===== config.mk =====
export PLATFORM = sky130hd
export DESIGN_NAME = seg_score_display
export DESIGN_NICKNAME = d
export VERILOG_FILES = /design/src/rtl/seg_pkg.sv /design/src/rtl/bin2bcd_seq.sv /design/src/rtl/seg_score_display.sv
export SDC_FILE = /design/constraint.sdc
export NUM_CORES = 1
export LEC_CHECK = 0
export BUFFER_PORTS_ARGS = -buffer_cell sky130_fd_sc_hd__buf_4
export CORE_ASPECT_RATIO = 0.9
export CORE_MARGIN = 2
export CORE_UTILIZATION = 45
export DETAILED_ROUTE_END_ITERATION = 12
export PLACE_DENSITY = 0.7
export SLEW_MARGIN = 20
export SYNTH_ARGS = -nofsm -noshare
export SYNTH_HDL_FRONTEND = slang
export SYNTH_SLANG_ARGS = --single-unit
export TNS_END_PERCENT = 100

===== constraint.sdc =====
create_clock -name segclk -period 3.1 [get_ports segclk]
set_input_delay 0.31 -clock segclk [delete_from_list [all_inputs] [get_ports segclk]]
set_output_delay 0.31 -clock segclk [all_outputs]
set_load 0.02 [all_outputs]

===== src/rtl/seg_pkg.sv =====
// Shared definitions for the multiplexed score display: segment patterns,
// conversion states and BCD sizing helpers.
package seg_pkg;

    localparam logic [6:0] SEG_0     = 7'b1000000;
    localparam logic [6:0] SEG_1     = 7'b1111001;
    localparam logic [6:0] SEG_2     = 7'b0100100;
    localparam logic [6:0] SEG_3     = 7'b0110000;
    localparam logic [6:0] SEG_4     = 7'b0011001;
    localparam logic [6:0] SEG_5     = 7'b0010010;
    localparam logic [6:0] SEG_6     = 7'b0000010;
    localparam logic [6:0] SEG_7     = 7'b1111000;
    localparam logic [6:0] SEG_8     = 7'b0000000;
    localparam logic [6:0] SEG_9     = 7'b0010000;
    localparam logic [6:0] SEG_BLANK = 7'b1111111;
    localparam logic [6:0] SEG_DASH  = 7'b0111111;

    typedef enum logic [1:0] {
        IDLE  = 2'd0,
        SHIFT = 2'd1,
        LOAD  = 2'd2
    } conv_state_t;

    // 4 * ceil(val_w*log10(2) + 1), with log10(2) taken as 0.30103
    function automatic int bcd_width(input int val_w);
        return 4 * ((val_w * 30103 + 199999) / 100000);
    endfunction

    function automatic logic [6:0] seg_decode(input logic [3:0] digit);
        case (digit)
            4'd0:    return SEG_0;
            4'd1:    return SEG_1;
            4'd2:    return SEG_2;
            4'd3:    return SEG_3;
            4'd4:    return SEG_4;
            4'd5:    return SEG_5;
            4'd6:    return SEG_6;
            4'd7:    return SEG_7;
            4'd8:    return SEG_8;
            4'd9:    return SEG_9;
            default: return SEG_DASH;
        endcase
    endfunction

endpackage


===== src/rtl/bin2bcd_seq.sv =====
// Sequential double-dabble converter: one bit per clock, result held in
// the upper part of a combined BCD/binary shift register.
module bin2bcd_seq
    import seg_pkg::*;
#(
    parameter int VAL_W = 14,
    parameter int BCD_W = bcd_width(VAL_W)
) (
    input  logic             clk,
    input  logic             clr,
    input  logic             start,
    input  logic [VAL_W-1:0] bin,
    output logic             busy,
    output logic             done,
    output logic [BCD_W-1:0] bcd
);

    localparam int SR_W  = BCD_W + VAL_W;
    localparam int CNT_W = $clog2(VAL_W + 1);
    localparam int ND    = BCD_W / 4;

    conv_state_t      state;
    logic [SR_W-1:0]  sr;
    logic [SR_W-1:0]  sr_adj;
    logic [CNT_W-1:0] cnt;

    assign bcd = sr[SR_W-1 -: BCD_W];

    // add-3 correction on every BCD nibble ahead of the next shift
    always_comb begin
        sr_adj = sr;
        for (int d = 0; d < ND; d++) begin
            if (sr[VAL_W + 4*d +: 4] >= 4'd5) begin
                sr_adj[VAL_W + 4*d +: 4] = sr[VAL_W + 4*d +: 4] + 4'd3;
            end else begin
                sr_adj[VAL_W + 4*d +: 4] = sr[VAL_W + 4*d +: 4];
            end
        end
    end

    // conversion sequencer; done is high for exactly the LOAD cycle
    always_ff @(posedge clk or negedge clr) begin
        if (!clr) begin
            state <= IDLE;
            sr    <= '0;
            cnt   <= '0;
            busy  <= 1'b0;
            done  <= 1'b0;
        end else begin
            done <= 1'b0;
            case (state)
                IDLE: begin
                    if (start) begin
                        sr    <= {{BCD_W{1'b0}}, bin};
                        cnt   <= '0;
                        busy  <= 1'b1;
                        state <= SHIFT;
                    end
                end
                SHIFT: begin
                    sr  <= sr_adj << 1;
                    cnt <= cnt + 1'b1;
                    if (cnt == CNT_W'(VAL_W - 1)) begin
                        done  <= 1'b1;
                        state <= LOAD;
                    end
                end
                LOAD: begin
                    busy  <= 1'b0;
                    state <= IDLE;
                end
                default: begin
                    busy  <= 1'b0;
                    state <= IDLE;
                end
            endcase
        end
    end

endmodule


===== src/rtl/seg_score_display.sv =====
// N-digit common-anode scanner: converts value to BCD on change, blanks
// leading zeros, shows dashes on overflow and blinks on request.
module seg_score_display
    import seg_pkg::*;
#(
    parameter int NUM_DIGITS   = 4,
    parameter int VAL_W        = 14,
    parameter int BLINK_FRAMES = 64,
    parameter int LZ_BLANK     = 1
) (
    input  logic                  segclk,
    input  logic                  clr,
    input  logic [VAL_W-1:0]      value,
    input  logic                  blink_en,
    output logic [6:0]            seg,
    output logic [NUM_DIGITS-1:0] an,
    output logic                  busy
);

    localparam int BCD_W  = bcd_width(VAL_W);
    localparam int DISP_W = 4 * NUM_DIGITS;
    localparam int EXT_W  = (BCD_W > DISP_W) ? BCD_W : DISP_W;
    localparam int IDX_W  = $clog2(NUM_DIGITS);
    localparam int BCNT_W = (BLINK_FRAMES > 1) ? $clog2(BLINK_FRAMES) : 1;
    localparam logic [IDX_W-1:0] MSD = IDX_W'(NUM_DIGITS - 1);

    logic [VAL_W-1:0]      last_val;
    logic                  start;
    logic                  done;
    logic [BCD_W-1:0]      bcd;
    logic [EXT_W-1:0]      bcd_ext;
    logic [DISP_W-1:0]     disp;
    logic                  ovf;
    logic                  ovf_nxt;
    logic [IDX_W-1:0]      idx;
    logic [BCNT_W-1:0]     bcnt;
    logic                  phase;
    logic                  phase_eff;
    logic                  nz;
    logic [NUM_DIGITS-1:0] lead;
    logic [3:0]            cur_digit;
    logic [6:0]            seg_nxt;

    assign start     = (value != last_val) && !busy;
    assign bcd_ext   = EXT_W'(bcd);
    assign ovf_nxt   = |(bcd_ext >> DISP_W);
    assign phase_eff = blink_en ? phase : 1'b1;
    assign cur_digit = disp[4*idx +: 4];

    bin2bcd_seq #(
        .VAL_W (VAL_W),
        .BCD_W (BCD_W)
    ) u_conv (
        .clk   (segclk),
        .clr   (clr),
        .start (start),
        .bin   (value),
        .busy  (busy),
        .done  (done),
        .bcd   (bcd)
    );

    // remember the value being converted and latch finished results
    always_ff @(posedge segclk or negedge clr) begin
        if (!clr) begin
            last_val <= '0;
            disp     <= '0;
            ovf      <= 1'b0;
        end else begin
            if (start) begin
                last_val <= value;
            end
            if (done) begin
                disp <= bcd_ext[DISP_W-1:0];
                ovf  <= ovf_nxt;
            end
        end
    end

    // lead[d] marks digits at or above d that are all zero
    always_comb begin
        nz   = 1'b0;
        lead = '0;
        for (int d = NUM_DIGITS - 1; d >= 0; d--) begin
            nz      = nz | (disp[4*d +: 4] != 4'd0);
            lead[d] = ~nz;
        end
    end

    // pattern for the slot about to be driven
    always_comb begin
        if (ovf) begin
            seg_nxt = SEG_DASH;
        end else if ((LZ_BLANK != 0) && (idx != '0) && lead[idx]) begin
            seg_nxt = SEG_BLANK;
        end else begin
            seg_nxt = seg_decode(cur_digit);
        end
    end

    // scan: seg and an update on the same edge, MSD first
    always_ff @(posedge segclk or negedge clr) begin
        if (!clr) begin
            idx <= MSD;
            seg <= SEG_BLANK;
            an  <= '1;
        end else begin
            idx <= (idx == '0) ? MSD : idx - 1'b1;
            if (phase_eff) begin
                seg <= seg_nxt;
                an  <= ~(NUM_DIGITS'(1) << idx);
            end else begin
                seg <= SEG_BLANK;
                an  <= '1;
            end
        end
    end

    // frame counter; toggling on the LSD edge makes the MSD slot take the new phase
    always_ff @(posedge segclk or negedge clr) begin
        if (!clr) begin
            bcnt  <= '0;
            phase <= 1'b1;
        end else if (!blink_en) begin
            bcnt  <= '0;
            phase <= 1'b1;
        end else if (idx == '0) begin
            if (bcnt == BCNT_W'(BLINK_FRAMES - 1)) begin
                bcnt  <= '0;
                phase <= ~phase;
            end else begin
                bcnt <= bcnt + 1'b1;
            end
        end else begin
            bcnt  <= bcnt;
            phase <= phase;
        end
    end

endmodule

==> out/qor_table.md <==
| Item | Reported | Unit |
|:---|:---|:---|
| Max-cap violation count | 0 | - |
| Worst-case vdd ir drop | 0.541 | mV |
| Post-layout instance area | 5740 | um^2 |
| Min Clock Period, post-route | 2.25 | ns |
| Logic depth of the worst path, buffers included | 5 | - |
| Filler cells | 963 | - |
| Global Route met2 Usage | 0.260 | - |
| RePlAce Congestion | 0.775 | - |
| Routed via count divided by cell count | 5.35 | - |
| Crit path capture type | flop | - |
| Met3 Usage GRT | 0.0452 | - |
| Die Y-Extent | 105 | um |
| Post-synthesis instance area | 5070 | um^2 |
| Remaining global-route overflow | 0 | - |
| Count of buffers added by post-CTS timing repair for setup | 0 | - |
| Total vias in the final route | 3,194 | - |
| Critical Path Start Type | flop | - |
| Arrival time of the worst setup path | 2.51 | ns |
| Layout Skew | 0.00847 | ns |
| Stage delay of the slowest cell on the critical path | 0.67 | ns |
| Power density over the cells | 1040 | nW/um^2 |
| Leakage power | 2.55 | nW |
| Io pins | 29 | - |
| Top fanout value on the critical path | 11 | - |
| Adder-cell share of the synthesized area | 0.0642 | - |
| M1 GR Usage | 0.235 | - |
| Area fraction in and, or, nand and nor cells after synthesis | 0.0773 | - |
| Number of global-route vias before repair | 3,355 | - |
| Required time of the worst setup path | 3.37 | ns |
| Share of layout cells above drive strength 1 | 0.303 | - |
| Root buf cell | clkbuf_16 | - |
| Multi-input logic area | 2380 | um^2 |
| Hold violation count in the final report | 0 | - |
| Number of rows in the core area | 36 | - |
| DRC violation count after routing | 0 | - |
| Yosys warning total | 0 | - |
| CP top delay family | flip-flops | - |
| Average wire length per cell after detail routing | 15.2 | um |
| Dominant combinational cell family by area after synthesis | multiplexers | - |
| Synthesized-area fraction occupied by ao, oa, aoi and oai cells | 0.108 | - |
| Post-synth net total | 454 | - |
| Global-route usage over all layers | 0.171 | - |
| Total inserted antenna cells | 0 | - |
| Register bit count reported by yosys | 97 | - |
| Area enclosed by the die boundary | 12,100 | um^2 |
| Synthesized instance count | 411 | - |
| Xor and xnor fraction of the mapped netlist area | 0.0501 | - |
| Final worst hold slack | 0.0377 | ns |
| Area used by sequential logic in the layout | 2440 | um^2 |
| Total Wirelength | 9080 | um |
| Total of endpoints with negative setup slack in the final report | 0 | - |
| Slew at the pin with the worst max-slew slack | 0.960 | ns |
| Synth async-reset ratio | 1.00 | - |
| Synth cell types | 46 | - |
| Worst reg2reg path depth | 5 | - |
| Remaining antenna violation count after routing | 0 | - |
| Worst skew pair latency | 0.35 | ns |
| Post-synthesis to final-layout area growth | 13.3 | % |
| Run status | completed | - |
| CTS tree | yes | - |
| Worst slew margin | 0.360 | - |
| Type of the setup path with the least slack | flop to flop | - |
| Port Buffer Count | 28 | - |
| Initial cell density of the core | 0.465 | - |
| R2r setup slk | 0.85 | ns |
| Iteration count of the initial detailed-routing pass | 4 | - |
| Number of buffers and inverters on the critical path | 1 | - |
| Iter 0 DRT Violations | 189 | - |
| Number of antenna violations at the first check in global routing | 0 | - |
| Top FF cell, synth | dfrtp_1 | - |
| Post-cts hold buffer count | 0 | - |
| Unrepaired setup endpoints after global routing | no | - |
| Horizontal extent of the die | 116 | um |
| Worst hold path type | input port to async pin | - |
| Final critical-path share of the clock period | 0.725 | - |
| Setup TNS | 0 | ns |
| Clock buffers created by TritonCTS | 9 | - |
| EDFF count, synth | 0 | - |
| Global-route wire length before repair | 16,400 | um |
| Share of the yosys chip area belonging to registers | 0.482 | - |
| Area of the core | 10,900 | um^2 |
| Avg Inst Size Synth | 12.3 | um^2 |
| Largest net degree at the start of global routing | 62 | - |
| Net count reported at finish | 483 | - |
| Highest clock rate | 445 | MHz |
| Reg clk slew, reported paths | 0.07 | ns |
| Number of levels in the clock H-tree | 3 | - |
| CTS sink count | 97 | - |
| Slowest cell on the critical path | dfstp_2 | - |
| Cell area reported after detailed placement | 5410 | um^2 |
| Slew Limit Fails | 0 | - |
| Cell-by-cell listing of the critical path | inv_1 -> ha_1 -> or4_1 -> a2111o_1 -> o2111ai_1 | - |
| Resized cells post-CTS | 0 | - |
| Buffer depth of the longest clock path | 2 | - |
| Grt peak-use layer | met2 | - |
| Final HPWL from detailed placement | 6180 | um |
| Multiplexer share of the synthesized area | 0.171 | - |
[cell usage in the layout (no fill, tap or decap), types with 5 or more instances in the layout]
cell type  synthesis  final
dfrtp_1           83     83
mux2i_1           11     11
ha_1              26     26
nand2_1           11     11
nor2_1            10     10
o2bb2ai_1          6      6
o32ai_1            5      5
dfstp_2           14     14
o22ai_2            8      8
nand2b_1          11     11
xnor2_1           13     13
o21ai_0           14     14
buf_4              1     34
o2111ai_1          5      5
mux2_2            44     44
clkbuf_16          0      9
nor4_1            10     10
inv_1             37     37
a31oi_1            7      7
a21oi_1           11     11
xor2_1            16     16
mux2_4             9      9
[cell type report]
class	count	share of cell area
multi-input combinational	261	0.415
inverter	37	0.0242
clock buffer	11	0.0423
sequential	97	0.426
timing repair buffer	34	0.0445
tap	152	0.0331
clock inverter	5	0.0150
[worst reg2reg max path, delay by kind of cell (launching register included)]
| kind | cells | cell delay, ns |
|---|---|---|
| AND/OR/NAND/NOR | 1 | 0.45 |
| buffers and inverters | 1 | 0.10 |
| adder cells (fa/ha/maj) | 1 | 0.36 |
| flip-flops | 1 | 0.67 |
| AO/OA/AOI/OAI | 2 | 0.59 |
[sequential cells by signal, indices dropped and copies added, names as in the netlist]
register      flops
an                4
bcnt              6
disp             16
idx               2
last_val         14
ovf               1
phase             1
seg               7
u_conv.busy       1
u_conv.cnt        4
u_conv.done       1
u_conv.sr        38
u_conv.state      2
[path summary, 6_finish.rpt]
kind,from,endpoint
setup / recovery,idx[0]$_DFF_PN1_,seg[5]$_DFF_PN1_
hold / removal,clr,last_val[2]$_DFFE_PN0P_
setup reg to reg,idx[0]$_DFF_PN1_,seg[5]$_DFF_PN1_
hold reg to reg,ovf$_DFFE_PN0P_,seg[6]$_DFF_PN1_
max in group asynchronous,clr,an[1]$_DFF_PN1_
min in group segclk,blink_en,phase$_DFFE_PN1P_
[cells by family (layout without fill, tap and decap cells)]
logic type / Yosys count / after routing
flip-flops: 97 / 97
XOR/XNOR: 29 / 29
AO/OA/AOI/OAI: 70 / 70
buffers and inverters: 53 / 87
AND/OR/NAND/NOR: 65 / 65
adder cells (fa/ha/maj): 26 / 26
multiplexers: 71 / 71
[layer usage]
layer  routed length [um]  vias up
met5                    0        -
met4                  157        0
met3                  243       14
met2                 4310       33
met1                 4370     1616
li1                     -     1531
[per-stage QoR]
stage	utilization	power, mW	worst slack [ns]	cells
3_3_place_gp	0.496	4.67	0.890	581
4_1_cts	0.527	6.01	0.838	597
3_5_place_dp	0.496	4.76	0.851	581
2_1_floorplan	-	4.22	0.966	411
5_1_grt	0.527	6.40	0.709	597
6_report	0.527	5.96	0.853	597
[cells in the mapped netlist, types with 2 or more instances]
cell type  count  area [um^2]
o22ai_2        8          100
nor2_1        10         37.5
nor4_1        10         62.6
o22ai_1        2         12.5
and2_1         3         18.8
dfrtp_1       83         2080
buf_2          7         35.0
nor3_1         3         15.0
o21ai_0       14         70.1
a31oi_1        7         43.8
a41oi_1        2         17.5
clkbuf_1       3         11.3
mux4_2         4         90.1
o32ai_1        5         43.8
mux2i_1       11          110
a22o_1         2         17.5
nand2b_1      11         68.8
ha_1          26          325
o2bb2ai_1      6         52.6
buf_6          4         45.0
nor2b_1        3         18.8
dfstp_2       14          368
inv_1         37          139
mux2_1         3         33.8
o2111ai_1      5         43.8
nand3_1        4         20.0
nand2_1       11         41.3
mux2_4         9          135
xor2_1        16          140
nand4_1        4         25.0
mux2_2        44          495
a21oi_1       11         55.1
and3_1         2         12.5
xnor2_1       13          114
nor4_4         3         63.8
[power by group]
group / total, mW / internal [mW] / switching (mW)
Sequential: 2.20 / 1.81 / 0.385
Combinational: 2.55 / 1.27 / 1.27
Clock: 1.22 / 0.735 / 0.486
Total: 5.96 / 3.82 / 2.14
(Power assumes the default switching activity.)
